## config.mk

```make
export PLATFORM = sky130hd
export DESIGN_NAME = fifo_wr_arbiter
export DESIGN_NICKNAME = d
export VERILOG_FILES = /design/src/rtl/fifo_wr_arbiter.sv
export SDC_FILE = /design/constraint.sdc
export NUM_CORES = 1
export LEC_CHECK = 0
export ABC_AREA = 1
export BUFFER_PORTS_ARGS = -buffer_cell sky130_fd_sc_hd__clkbuf_2
export CAP_MARGIN = 10
export CORE_MARGIN = 5
export CORE_UTILIZATION = 50
export DETAILED_ROUTE_END_ITERATION = 6
export GPL_ROUTABILITY_DRIVEN = 0
export PLACE_DENSITY_LB_ADDON = 0.1
export SLEW_MARGIN = 30
export SYNTH_ARGS = -nofsm -noshare
export SYNTH_HDL_FRONTEND = slang
export SYNTH_SLANG_ARGS = --single-unit
```

## constraint.sdc

```tcl
create_clock -name clk_i -period 3.1 [get_ports clk_i]
set_input_delay 0.775 -clock clk_i [delete_from_list [all_inputs] [get_ports clk_i]]
set_output_delay 0.775 -clock clk_i [all_outputs]
set_load 0.03 [all_outputs]
```

## src/rtl/fifo_wr_arbiter.sv

```systemverilog
`default_nettype none
// ============================================================================
// Module   : fifo_wr_arbiter
// Purpose  : Round-robin arbiter that shares the async FIFO write port (UART
//            TX path) between NUM_REQ byte producers. One requester owns the
//            port for a burst that ends on end-of-packet or after MAX_BURST
//            words. Writes are held off while the FIFO reports full.
//            Lives in the FIFO write clock domain.
//
// Ports    : clk_i           write-domain clock
//            rst_i           synchronous reset, active-high
//            req_valid_i     per-requester word valid
//            req_data_i      packed data, requester k at [k*DATA_WIDTH +: DATA_WIDTH]
//            req_last_i      per-requester end-of-packet marker
//            req_ready_o     per-requester accept (only the owner, only when not full)
//            fifo_full_i     FIFO full flag
//            fifo_wr_en_o    FIFO write strobe
//            fifo_wr_data_o  FIFO write data (owner slice while owning, else 0)
//            grant_o         one-hot current owner, 0 when idle
//            busy_o          high while a requester owns the port
//
// Options  : FIFO_WR_ARB_TIMEOUT_EN - when defined, an owner that presents no
//            valid word for TIMEOUT_CYCLES consecutive cycles loses the grant.
//
// Revision : 1.0 - initial release
// ============================================================================
module fifo_wr_arbiter #(
    parameter int NUM_REQ        = 4,
    parameter int DATA_WIDTH     = 8,
    parameter int MAX_BURST      = 4,
    parameter int TIMEOUT_CYCLES = 16
) (
    input  logic                          clk_i,
    input  logic                          rst_i,
    input  logic [NUM_REQ-1:0]            req_valid_i,
    input  logic [NUM_REQ*DATA_WIDTH-1:0] req_data_i,
    input  logic [NUM_REQ-1:0]            req_last_i,
    output logic [NUM_REQ-1:0]            req_ready_o,
    input  logic                          fifo_full_i,
    output logic                          fifo_wr_en_o,
    output logic [DATA_WIDTH-1:0]         fifo_wr_data_o,
    output logic [NUM_REQ-1:0]            grant_o,
    output logic                          busy_o
);

    localparam int c_IDX_W = (NUM_REQ > 1) ? $clog2(NUM_REQ) : 1;
    localparam int c_CNT_W = 8;

    localparam logic [c_IDX_W-1:0] c_PTR_RST    = c_IDX_W'(NUM_REQ - 1);
    localparam logic [c_CNT_W-1:0] c_BURST_LAST = c_CNT_W'(MAX_BURST - 1);

    // Elaboration-time range checks on the configuration.
    if (NUM_REQ < 2 || NUM_REQ > 8) begin : g_chk_num_req
        $error("fifo_wr_arbiter: NUM_REQ must be 2..8");
    end
    if (MAX_BURST < 1 || MAX_BURST > 255) begin : g_chk_max_burst
        $error("fifo_wr_arbiter: MAX_BURST must be 1..255");
    end
    if (TIMEOUT_CYCLES < 1) begin : g_chk_timeout
        $error("fifo_wr_arbiter: TIMEOUT_CYCLES must be at least 1");
    end

    typedef enum logic [0:0] {
        S_IDLE = 1'b0,
        S_OWN  = 1'b1
    } state_t;

    state_t               r_state;
    logic [NUM_REQ-1:0]   r_grant;
    logic [c_IDX_W-1:0]   r_ptr;     // last winner; equals the owner while in S_OWN
    logic [c_CNT_W-1:0]   r_count;   // words written in the current burst
    logic                 r_busy;

    logic                 w_any_valid;
    logic [c_IDX_W-1:0]   w_winner;
    logic [NUM_REQ-1:0]   w_winner_onehot;
    logic                 w_own;
    logic                 w_owner_valid;
    logic                 w_owner_last;
    logic                 w_write;
    logic                 w_release;
    logic                 w_timeout;

    // ------------------------------------------------------------------------
    // Round-robin search. Offsets are scanned from the furthest (the pointer
    // itself) down to the nearest (pointer+1) so the closest valid requester
    // after the pointer overwrites any earlier candidate.
    // ------------------------------------------------------------------------
    always_comb begin
        w_any_valid = |req_valid_i;
        w_winner    = r_ptr;
        for (int i = NUM_REQ; i >= 1; i--) begin
            if (req_valid_i[(int'(r_ptr) + i) % NUM_REQ]) begin
                w_winner = c_IDX_W'((int'(r_ptr) + i) % NUM_REQ);
            end
        end
        w_winner_onehot = NUM_REQ'(1) << w_winner;
    end

    // ------------------------------------------------------------------------
    // Owner datapath. Ready/write are combinational so a word is accepted in
    // the same cycle the FIFO has room.
    // ------------------------------------------------------------------------
    assign w_own          = (r_state == S_OWN);
    assign w_owner_valid  = req_valid_i[r_ptr];
    assign w_owner_last   = req_last_i[r_ptr];
    assign w_write        = w_own & ~fifo_full_i & w_owner_valid;
    // Burst ends on the word that carries last or that fills MAX_BURST.
    assign w_release      = w_write & (w_owner_last | (r_count == c_BURST_LAST));

    assign req_ready_o    = (w_own & ~fifo_full_i) ? r_grant : '0;
    assign fifo_wr_en_o   = w_write;
    assign fifo_wr_data_o = w_own ? req_data_i[int'(r_ptr)*DATA_WIDTH +: DATA_WIDTH]
                                  : '0;
    assign grant_o        = r_grant;
    assign busy_o         = r_busy;

`ifdef FIFO_WR_ARB_TIMEOUT_EN
    localparam int c_TO_W = $clog2(TIMEOUT_CYCLES + 1);
    localparam logic [c_TO_W-1:0] c_TO_LAST = c_TO_W'(TIMEOUT_CYCLES - 1);

    logic [c_TO_W-1:0] r_idle_cnt;

    // Counts consecutive owning cycles with no valid word from the owner.
    // A stalled-but-valid owner clears it, so FIFO backpressure never revokes.
    always_ff @(posedge clk_i) begin
        if (rst_i) begin
            r_idle_cnt <= '0;
        end else if (!w_own || w_owner_valid || w_timeout) begin
            r_idle_cnt <= '0;
        end else begin
            r_idle_cnt <= r_idle_cnt + 1'b1;
        end
    end

    // Revoke on the cycle that would make the idle count reach the threshold.
    assign w_timeout = w_own & ~w_owner_valid & (r_idle_cnt == c_TO_LAST);
`else
    assign w_timeout = 1'b0;
`endif

    // ------------------------------------------------------------------------
    // Ownership state machine.
    // ------------------------------------------------------------------------
    always_ff @(posedge clk_i) begin
        if (rst_i) begin
            r_state <= S_IDLE;
            r_grant <= '0;
            r_ptr   <= c_PTR_RST;
            r_count <= '0;
            r_busy  <= 1'b0;
        end else begin
            case (r_state)
                S_IDLE: begin
                    if (w_any_valid) begin
                        r_state <= S_OWN;
                        r_grant <= w_winner_onehot;
                        r_ptr   <= w_winner;
                        r_count <= '0;
                        r_busy  <= 1'b1;
                    end
                end
                S_OWN: begin
                    // The pointer keeps the owner index, so the next search
                    // starts just after it.
                    if (w_release || w_timeout) begin
                        r_state <= S_IDLE;
                        r_grant <= '0;
                        r_count <= '0;
                        r_busy  <= 1'b0;
                    end else if (w_write) begin
                        r_count <= r_count + 1'b1;
                    end
                end
                default: begin
                    r_state <= S_IDLE;
                    r_grant <= '0;
                    r_count <= '0;
                    r_busy  <= 1'b0;
                end
            endcase
        end
    end

endmodule
`default_nettype wire

```

# After elaboration in Yosys (flattened, before gate mapping)
# Cells that the tools add are included.
# word_totals
register_bits	16
input_bits	43
elab_cells	74
# op_classes
order_cmp	5
addsub	5
n_mux	35
n_bitwise	10
n_eq_ne	4
n_reduce_logical	8
shifts	2
# ops
op	count
8-bit 2-to-1 mux	4
32-bit by 6-bit variable part select with 8-bit output	1
3-bit by 4-bit < comparator with 1-bit output (second input constant)	4
8-bit case mux with 2 select lines	1
1-bit 2-to-1 mux	14
1-bit binary-select mux with 2-bit select	6
4-bit 2-to-1 mux	3
8-bit by 1-bit adder with 8-bit output (second input constant)	1
8-bit by 2-bit == test with 1-bit output (second input constant)	1
2-bit 2-to-1 mux	4
4-bit case mux with 2 select lines	1
2-bit OR reduction	4
2-bit AND reduction	3
2-bit by 1-bit adder with 2-bit output (second input constant)	2
2-bit adder (second input constant)	2
1-bit AND (first input constant)	4
1-bit case mux with 2 select lines	2
4-bit OR reduction	1
1-bit by 2-bit left shift with 4-bit output (first input constant)	1
1-bit AND	3
2-bit by 3-bit < comparator with 1-bit output (second input constant)	1
3-bit by 1-bit != test with 1-bit output (second input constant)	1
2-bit by 1-bit != test with 1-bit output (second input constant)	1
2-bit != test (second input constant)	1
other kinds (2)	3

# Logic depth before layout (Yosys ltp)
# logic_depth
word_depth	13
ltp_mapped	13
mapped_depth_nobuf	12

# Least setup slack after synthesis
# Ideal clock, no wire load.
# synth_timing
kind	flip-flop to output port
start	register r_ptr[1]
end	output fifo_wr_data_o[6]
path_stages_with_launch	5
t_arrival_ns	1.495
slack_ns	0.830
path_buffers	2
cell_sequence	dfxtp_1 > buf_4 > clkbuf_1 > nand3_1 > a31oi_1
# synth_between
elab_chain_cells	2
# synth_rtl
item	line	rtl
start, declared	70	logic [c_IDX_W-1:0] r_ptr;
start signal, assigned	149	r_ptr <= c_PTR_RST;
start signal, assigned	158	r_ptr <= w_winner;
32-bit by 6-bit variable part select with 8-bit output	113	assign fifo_wr_data_o = w_own ? req_data_i[int'(r_ptr)*DATA_WIDTH +: DATA_WIDTH]
8-bit 2-to-1 mux	113	
end, declared	41	output logic [DATA_WIDTH-1:0] fifo_wr_data_o,
# No other way between the ends.

# Worst setup path in the final report
# layout_timing
start	register r_ptr[0]
end	output fifo_wr_data_o[7]
# The elaborated chain is that of the path after synthesis.

==> results_dict.tcl <==
set metrics [dict create \
    tritoncts_clock_tree "done" \
    fin_worst_hold_slack_ns 0.493 \
    static-leakage-power_nw 0.870 \
    core_area_um2 2480 \
    area_occupied_by_registers_um2 320 \
    rsz_0062_raised_after_global_routing "no" \
    design.portCount 61 \
    tns_ns 0 \
    final_hold_viol_count 0 \
    criticalPathCategory "reg -> out" \
    max_cap_violations 0 \
    cp_data_arrival_time_ns 1.77 \
    final.fill_count 248 \
    final_min_period_ns 2.55 \
    cts.hold.buffers_added 0 \
    first_iter_violations 101 \
    actual_slew_at_the_worst_max_slew_pin_ns 0.505 \
    insertedDiodeCount 0 \
    hpwlAfterDp_um 2680 \
    vdd.ir_drop.worst_mv 0.404 \
    grt_first_pass_wirelength_um 5260 \
    status "completed" \
    achievable-frequency_ghz 0.393 \
    multiInputGateArea_um2 792 \
    most_common_cell_after_layout_fill_and_taps_aside "clkbuf_2" \
    min_from "r_count[7]" \
    worst_min_delay_path_category "reg -> reg" \
    dr.pass1.iters 4 \
    timing.clock.skew_ns 0.00221 \
    clock_latency_ns 0.29 \
    crit_path_start_kind "flop" \
    placementRows 18 \
    grt_util_all_layers_pct 18.1 \
    layout_common_cells "60 x clkbuf_2, 53 x nand2_1, 30 x nand3_1, 21 x inv_1, 16 x dfxtp_1" \
    yosysWarnings 0 \
    design.die.area_um2 3700 \
    critical_path.startpoint "r_ptr[0]" \
    cts.path.max_buffers 2 \
    synth_cell_types 32 \
    fin_crit_sh_pct 82.2 \
    worst_slack_ns 0.553 \
    synth-seq-area-share_pct 24.8 \
    drt.antenna.violating_nets 0 \
    end_kind "output pin" \
    timing.slew.headroom_pct 66.3 \
    htree_num_levels 1 \
    path_clk_slew_ns 0.09 \
    syn_to_final_growth_pct 26.4 \
    timing_max_transition_violations_final 0 \
    portBuffers 60 \
    preCtsSetupSlack_ns 0.794 \
    grt_pass1_vias 1307 \
    fp.dieW_um 60.9 \
    route.detailed.vias_per_inst 5.20 \
    cts_num_sinks 16 \
    cts.repair_timing.setup_buffer_count 0 \
    syn-instance-count 205 \
    drive_gt1_share_pct 31.1 \
    number_of_antenna_violations_at_the_first_check_in_global_routing 0 \
    avgRoutedWirePerCell_um 11.3 \
    detailroute.via_count 1530 \
    initial_core_util_pct 52.2 \
    fp.dieH_um 60.9 \
    synthesis.area_um2 1290 \
    postCtsResizedCells 0 \
    pin_count_of_the_biggest_net_entering_global_routing 18 \
    cts_inserted_buffers 3 \
    crit_fanout 16 \
    syn_nets 249 \
    power.density_cell_area_nw_per_um2 502 \
    postSynthRegisterBits 16 \
    detailed_route_wire_length_um 3320 \
    final_report_setup_violation_count 0 \
    synth_area_per_cell_um2 6.31 \
    worstReg2RegStart "r_ptr[0]" \
    fin_nets 309 \
    grt_overflow 0 \
    route.detailed.drc 0 \
    clock_tree.root_cell "clkbuf_4" \
    critPathRequiredTime_ns 2.32 \
]
[cell usage after synthesis (all sizes together)]
cell type	number	area [um^2]
bufinv	1	17.5
nand3	30	150
xor2	2	17.5
ha	1	12.5
nor3	2	10.0
or2	1	6.26
dfxtp	16	320
o21ai	3	15.0
a21oi	14	73.8
clkbuf	2	7.51
nand3b	1	20.0
nand2	57	234
nand4	7	43.8
a22oi	8	60.1
nor3b	1	7.51
clkinv	1	3.75
o21bai	1	7.51
a31oi	8	50.1
inv	28	113
buf	5	40.0
nor2	16	83.8
[sequential cells by signal, indices dropped and copies added (netlist names)]
name and flops:
grant_o 4, r_count 8, r_state 1, r_ptr 2, busy_o 1
[worst max-delay path, stage by stage (launching register included)]
cell	delay, ns
dfxtp_1	0.65
inv_6	0.13
nand2_1	0.13
inv_2	0.09
a22oi_1	0.19
a31oi_1	0.10
clkbuf_2	0.19
[area by class of cell]
class                      count  share of cell area [%]
sequential                    16                    19.6
multi-input combinational    152                    48.4
timing repair buffer          62                    19.3
clock buffer                   4                    2.22
tap                           30                    2.30
inverter                      30                    8.19
[cell families after synthesis]
logic type / after synthesis / synth area share [%]
fa+ha+maj: 1 / 0.967
simple gates: 115 / 42.9
flops: 16 / 24.8
compound gates: 34 / 16.0
xor+xnor: 2 / 1.35
buf+inv: 37 / 14.0
[power breakdown]
part	switching [mW]	internal [mW]
logic	0.281	0.145
clock network	0.0665	0.0716
registers	0.0292	0.228
[routing by layer]
layer	share of wire, %	vias up	GRT usage [%]
li1	-	804	-
met1	42	662	21.4
met2	47	57	32.4
met3	10	7	3.62
met4	1.5	0	6.50
met5	0	-	0
[per-stage QoR]
stage                     utilization, %  area (um^2)  total power [mW]  cells
after floorplan                        -         1290             0.590    205
after global placement              64.5         1600             0.685    290
after detailed placement            64.5         1600             0.688    290
after CTS                           66.0         1640             0.828    294
after global routing                66.0         1640             0.890    294
final                               66.0         1640             0.821    294
[worst paths after layout]
check                            to  slack, ns  cells past startpoint
setup reg to reg         r_count[4]       1.26                     12
hold reg to reg          r_count[7]       0.49                      2
setup / recovery  fifo_wr_data_o[7]       0.55                      6
hold / removal           r_count[7]       0.49                      2
Power figures use the tool's default switching activity.
